[config.mk]
export PLATFORM = sky130hd
export DESIGN_NAME = bus_poll_reader
export DESIGN_NICKNAME = d
export VERILOG_FILES = /design/src/rtl/bus_poll_reader.sv
export SDC_FILE = /design/constraint.sdc
export NUM_CORES = 1
export LEC_CHECK = 0
export ABC_AREA = 1
export BUFFER_PORTS_ARGS = -buffer_cell sky130_fd_sc_hd__buf_4
export CORE_ASPECT_RATIO = 0.9
export CORE_MARGIN = 1.5
export CORE_UTILIZATION = 45
export CTS_BUF_LIST = sky130_fd_sc_hd__clkbuf_4
export CTS_CLUSTER_DIAMETER = 100
export DETAILED_ROUTE_END_ITERATION = 10
export PLACE_DENSITY = 0.69
export SYNTH_ARGS = -nofsm -noshare
export SYNTH_HDL_FRONTEND = slang
export SYNTH_SLANG_ARGS = --single-unit
[constraint.sdc]
create_clock -name inclk -period 3.45 [get_ports inclk]
set_clock_uncertainty 0.1 [all_clocks]
set_input_delay 0.1725 -clock inclk [delete_from_list [all_inputs] [get_ports inclk]]
set_output_delay 0.1725 -clock inclk [all_outputs]
set_load 0.01 [all_outputs]
[src/rtl/bus_poll_reader.sv]
// Round-robin poller for four tri-state drivers sharing one bus.
// Each slot: break-before-make gap, settle, single capture, then hold.
module bus_poll_reader #(
    parameter int unsigned CLK_DIV = 50000,
    parameter int unsigned SLOT_MS = 1000,
    parameter int unsigned SETTLE  = 2,
    parameter int unsigned DATA_W  = 8
) (
    input  logic              inclk,
    input  logic              rst_n,
    input  logic              en,
    input  logic [DATA_W-1:0] bus_data,
    output logic [3:0]        oe,
    output logic [1:0]        slot,
    output logic              sample_stb,
    output logic              changed,
    input  logic [1:0]        rd_slot,
    output logic [DATA_W-1:0] rd_data,
    output logic              rd_valid
);

    localparam logic [31:0] K_LAST   = 32'(CLK_DIV * SLOT_MS) - 32'd1;
    localparam logic [31:0] K_SETTLE = 32'(SETTLE);

    typedef enum logic [2:0] {
        IDLE,
        GAP,
        DRIVE,
        SAMPLE,
        HOLD
    } state_e;

    state_e            state_q, state_d;
    logic [31:0]       k_q, k_d;
    logic [1:0]        slot_q, slot_d;
    logic              stb_q, stb_d;
    logic              chg_q, chg_d;
    logic [DATA_W-1:0] data_q [4];
    logic [DATA_W-1:0] data_d [4];
    logic [3:0]        valid_q, valid_d;

    always_ff @(posedge inclk) begin
        if (!rst_n) begin
            state_q <= IDLE;
            k_q     <= '0;
            slot_q  <= '0;
            stb_q   <= 1'b0;
            chg_q   <= 1'b0;
            valid_q <= '0;
            for (int i = 0; i < 4; i++) begin
                data_q[i] <= '0;
            end
        end else begin
            state_q <= state_d;
            k_q     <= k_d;
            slot_q  <= slot_d;
            stb_q   <= stb_d;
            chg_q   <= chg_d;
            valid_q <= valid_d;
            for (int i = 0; i < 4; i++) begin
                data_q[i] <= data_d[i];
            end
        end
    end

    always_comb begin
        state_d = state_q;
        k_d     = k_q;
        slot_d  = slot_q;
        stb_d   = 1'b0;
        chg_d   = 1'b0;
        valid_d = valid_q;
        for (int i = 0; i < 4; i++) begin
            data_d[i] = data_q[i];
        end

        // Dropping en aborts the slot, including a capture about to land.
        if (!en) begin
            state_d = IDLE;
            k_d     = '0;
        end else begin
            unique case (state_q)
                IDLE: begin
                    state_d = GAP;
                    k_d     = '0;
                end
                GAP: begin
                    k_d     = 32'd1;
                    state_d = (K_SETTLE == '0) ? SAMPLE : DRIVE;
                end
                DRIVE: begin
                    k_d     = k_q + 32'd1;
                    state_d = (k_q == K_SETTLE) ? SAMPLE : DRIVE;
                end
                SAMPLE: begin
                    k_d             = k_q + 32'd1;
                    state_d         = HOLD;
                    stb_d           = 1'b1;
                    chg_d           = !valid_q[slot_q]
                                    || (data_q[slot_q] != bus_data);
                    data_d[slot_q]  = bus_data;
                    valid_d[slot_q] = 1'b1;
                end
                HOLD: begin
                    if (k_q == K_LAST) begin
                        k_d     = '0;
                        state_d = GAP;
                        slot_d  = slot_q + 2'd1;
                    end else begin
                        k_d = k_q + 32'd1;
                    end
                end
                default: begin
                    state_d = IDLE;
                    k_d     = '0;
                end
            endcase
        end
    end

    // oe decodes from registered state only, so it is one-hot or zero.
    always_comb begin
        oe = 4'b0000;
        if (state_q == DRIVE || state_q == SAMPLE || state_q == HOLD) begin
            oe[slot_q] = 1'b1;
        end
    end

    assign slot       = slot_q;
    assign sample_stb = stb_q;
    assign changed    = chg_q;
    assign rd_data    = data_q[rd_slot];
    assign rd_valid   = valid_q[rd_slot];

endmodule

=== Yosys cells after proc, flatten, opt, wreduce, memory -nomap -nowiden ===
Memories as Yosys holds them, arrays and structs flattened. A register that Yosys moved wholly into a read port is not among the register bits.
Index checks and enable logic that the tools add are counted.

* Reductions and logical operators: 12
* Divide/modulo/power cells: 0
* Add/sub/neg operators: 2
* Equal/unequal tests: 8
* Magnitude comparators: 5
* Bitwise gates (word level): 6
* Multiplexer cells: 26
* Shift operators: 0
* $mul: 0

{| class="wikitable"
|+ Operator list
! operator !! count
|-
| $mux W32 || 3
|-
| $pmux W32 S3 || 1
|-
| $mux W8 || 5
|-
| $add A32 B1 Y32 const B || 1
|-
| $bwmux W32 || 1
|-
| $eq A32 B2 Y1 const B || 1
|-
| $eq A32 B26 Y1 const B || 1
|-
| $demux W8 S2 || 1
|-
| $pmux W3 S5 || 1
|-
| $ne A8 B8 Y1 || 1
|-
| $mux W1 || 7
|-
| $eq A3 B2 Y1 const B || 2
|-
| $lt A2 B3 Y1 const B || 2
|-
| $reduce_and A3 Y1 || 2
|-
| $bmux W1 S2 || 2
|-
| $mux W2 || 2
|-
| $mux W4 || 1
|-
| $or A1 B1 Y1 || 4
|-
| $or A4 B4 Y4 || 1
|-
| $reduce_and A2 Y1 || 2
|-
| $eq A3 B1 Y1 const B || 1
|-
| $eq A3 B3 Y1 const B || 1
|-
| $ge A3 B3 Y1 const B || 1
|-
| $logic_not A3 Y1 || 1
|-
| other kinds (11) || 14
|}

* Memory bits (read-only): 0
* Bits in latches: 0
* Logic and storage cells: 66
* Memory bits (writable): 32
* Bits in registers: 43
* Bits of input ports: 13
* Output and inout bits: 17
* Memories kept: 1

{| class="wikitable"
|+ Memories
! memory !! depth !! width !! read ports !! clocked after memory_dff !! wr ports !! RTL line !! source
|-
| data_q || 4 || 8 || 6 || 1 || 4 || 38 || <nowiki>logic [DATA_W-1:0] data_q [4];</nowiki>
|}

=== Logic depth before layout (Yosys ltp) ===
* Depth in word-level cells: 9
* Depth in mapped cells: 12
* Mapped depth without buffers: 10

=== Least setup slack after synthesis ===
No wires, ideal clock.

* Path type: register to register
* From: reg k_q[0]
* To: reg k_q[4]
* Cell stages (with the launch flop): 12
* Library setup time: 119 ps
* Path slack: 1887 ps
* Data arrival time: 1345 ps
* Clock period less this slack: 1563 ps
* Cells stage by stage: dfxtp_1 ha_1 nand2_2 nor2_4 nand4_1 nor2_1 nand2_1 nand2_2 nand2_2 nand2_4 buf_6 nor2_2

* Word-level cells in the longest chain between the ends: 3
* Elaborated cells between the ends (all ways): 4

{| class="wikitable"
|+ Ends and longest elaborated chain
! element !! RTL line !! source
|-
| start: declaration || 34 || <nowiki>logic [31:0] k_q, k_d;</nowiki>
|-
| start signal: assignment || 55 || <nowiki>k_q <= k_d;</nowiki>
|-
| $add A32 B1 Y32 or $eq A32 B26 Y1 (tied branches) || - ||
|-
| $mux W32 || 105 || <nowiki>if (k_q == K_LAST) begin</nowiki>
|-
| $pmux W32 S3 * || 82 || <nowiki>unique case (state_q)</nowiki>
|}

Mark *: on every way between the ends. The rest lies on a longest branch, timed or not.
A chain may end at the register's enable or synchronous reset.

=== Worst setup path after layout ===
* From: reg state_q[2]
* To: out oe[1]

* Word-level cells in the longest chain between the ends: 4
* Elaborated cells between the ends (all ways): 6

{| class="wikitable"
|+ Ends and longest elaborated chain
! element !! RTL line !! source
|-
| start: declaration || 33 || <nowiki>state_e state_q, state_d;</nowiki>
|-
| start signal: assignment || 54 || <nowiki>state_q <= state_d;</nowiki>
|-
| $eq A3 B2 Y1 || 124 || <nowiki>if (state_q == DRIVE || state_q == SAMPLE || state_q == HOLD) begin</nowiki>
|-
| $logic_or A1 B1 Y1 || 124 ||
|-
| $logic_or A1 B1 Y1 * || 124 ||
|-
| $mux W4 * || 124 ||
|-
| end: declaration || 13 || <nowiki>output logic [3:0] oe,</nowiki>
|}

Marks and branches as above.

==> results.txt <==
Status: finished, final reports clean
GRT Overall Usage: 0.219
Clk slew on worst S/H paths: 0.15 ns
Wire per inst: 13.3 microns
Final setup margin: 1.51 ns
Total gr overflow: 0
Io pins: 30
Number of DRC markers in iteration 0: 335
Hold endpoint: data_q[1][5]$_SDFFE_PN0P_
HP Class: primary input to flop
Max VDD drop: 224 uV
Global-route wire length before repair: 17400 microns
H-tree Lvls: 3
Num CTS Buffers: 9
FILL cells: 912
Vias in the first global route: 3775
R2R depth: 10
Post-CTS Hold Buffers: 9
Dpl cells: 758
Cell variety after synth: 29
Largest net degree at the start of global routing: 37
DP Area: 0.00446 sq mm
F_max: 516 MHz
Clock tree buffer depth: 2
Syn-to-layout area delta: 12.2%
Seq cells post-synth: 77
Max Cap Viol: 0
Routed via count: 4020
Leak: 1.83 nW
Number of diodes: 0
Area fraction of the dominant cell type after synthesis: 0.367
Reg-to-Reg Start: k_q[0]$_SDFF_PN0_
PortBufs: 29
Latest clock arrival within the worst-skew pair: 0.43 ns
WS Path Type: flop to output port
Commonest non-fill, non-tap cell in the layout: nand2_1
Largest cells by area after synthesis: dfxtp_1 37%, nand2_1 12%, nor2_1 8.7%
Antenna-violating nets left: 0
Arr. time, crit path: 1.67 ns
Worst-margin pin slew: 0.619 ns
Ys Warns: 0
Most frequent cells in the layout: 132 x nand2_1, 97 x nor2_1, 77 x dfxtp_1, 60 x inv_1, 52 x o21ai_0
Worst Path Max Fanout: 4
Die Wd: 105 microns
Worst R2R End: k_q[18]$_SDFF_PN0_
Hold path startpoint: rst_n
First-pass iteration count of the detailed router: 5
Pwr/cell area: 347 mW/mm^2
Setup TNS: 0 ns
Hold Path Depth: 3
Detail Placement HPWL: 7310 microns
Core area: 0.00908 sq mm
Post-route cell area: 0.00471 sq mm
Non-Filler Instances: 783
Mapped Cells: 625
Starting density of the core: 0.463
Crit path required time: 3.18 ns
R2R Setup Slk: 1.53 ns
RSZ-0062 raised after global routing: false
Mapped Area: 0.00420 sq mm
Syn_nets: 644
Syn avg cell area: 6.72 sq um
Resized Gates After CTS: 0
Period utilisation layout: 0.562
Leading area contributor after synthesis: dfxtp_1
DRC viols: 0
Chip height: 94.7 microns
Share of cells above drive strength 1: 0.136
Minimum clock period: 1.94 ns
Normalized max-slew margin: 0.587
Worst slack at placement: 1.55 ns
Final Hold Viols: 0
CTS Sinks: 77
Sequential-to-total area share from yosys stat: 0.367
Rows: 33
Final wirelength: 10400 microns
Setup Buffers After CTS: 0
CP startpoint kind: flop
Clk root buf: clkbuf_4
Fin nets: 675
Finish-stage setup viols: 0
CTS tree: built
Final slew viol count: 0
Die Area: 0.00993 sq mm
RD Place Congestion: 0.882
Antenna violations before repair: 0
Post-DR vias/cell: 5.13
Endpoint type of the worst setup path: output port
## cell families (layout without fill, tap and decap cells)
family                   count (synthesis)  count (layout)  share of synthesized area
flip-flops                              77              77                      0.367
adder cells (fa/ha/maj)                  6               6                     0.0179
buffers and inverters                   85             121                     0.0870
XOR/XNOR                                24              24                     0.0500
AO/OA/AOI/OAI                          101             101                      0.126
AND/OR/NAND/NOR                        332             332                      0.353
## Yosys cell counts (all sizes together)
cell type	number
a21oi	36
buf	11
clkbuf	7
dfxtp	77
ha	6
inv	67
nand2	142
nand3	44
nand4	10
nor2	117
nor3	18
nor4	1
o21a	1
o21ai	55
o21bai	1
o22ai	8
xor2	24
## area by class of cell
class / instances / area (sq um) / share of cell area
clock buffers: 9 / 67.6 / 0.0143
clock inverters: 7 / 96.3 / 0.0204
inverters: 67 / 251 / 0.0534
multi-input cells: 463 / 2290 / 0.487
flip-flops and latches: 77 / 1540 / 0.327
well taps: 122 / 153 / 0.0324
repair buffers: 38 / 308 / 0.0653
## per-layer routing
metal | track usage | vias to the layer above | wire length (microns)
li1 | - | 2073 | -
met1 | 0.296 | 1810 | 5010
met2 | 0.342 | 123 | 4620
met3 | 0.0435 | 14 | 647
met4 | 0.0902 | 0 | 130
met5 | 0 | - | 0
## worst max-delay path by stage
stage / depth (start not counted) / startpoint / endpoint / slack [ns]
finish: 8 / state_q[2]$_SDFFE_PN0P_ / oe[1] / 1.51
global route: 9 / flop / changed$_SDFF_PN0_ / 1.28
CTS: 8 / state_q[2]$_SDFFE_PN0P_ / oe[0] / 1.48
detailed placement: 9 / flop / changed$_SDFF_PN0_ / 1.55
global placement: 9 / flop / changed$_SDFF_PN0_ / 1.54
floorplan: 11 / k_q[0]$_SDFF_PN0_ / k_q[4]$_SDFF_PN0_ / 1.89
## critical path, stage by stage, from the launching register on
cell and delay, ns:
dfxtp_1 0.38, inv_1 0.06, nand3_1 0.13, nand2_1 0.09, nor2_1 0.20, inv_1 0.12, nand2_1 0.08, inv_1 0.04
buf_4 0.13
## power breakdown
group,internal [mW],switching [mW]
logic,0.0404,0.0570
clock network,0.298,0.344
registers,0.891,0.00179
total,1.23,0.403
## stage by stage
step / total power [mW] / utilization / hold slack [ns]
global route: 1.71 / 0.519 / 0.0115
global placement: 1.00 / 0.491 / 0.365
detailed placement: 1.00 / 0.491 / 0.372
floorplan: 0.964 / - / 0.236
CTS: 1.65 / 0.519 / 0.00808
finish: 1.63 / 0.519 / 0.0330
## flip-flops by register name (all words and copies together) (netlist names), named ones only
signal      cells
k_q            32
data_q         32
state_q         3
changed         1
valid_q         4
sample_stb      1
slot            2
No activity file was read; power rests on OpenSTA's default activity.
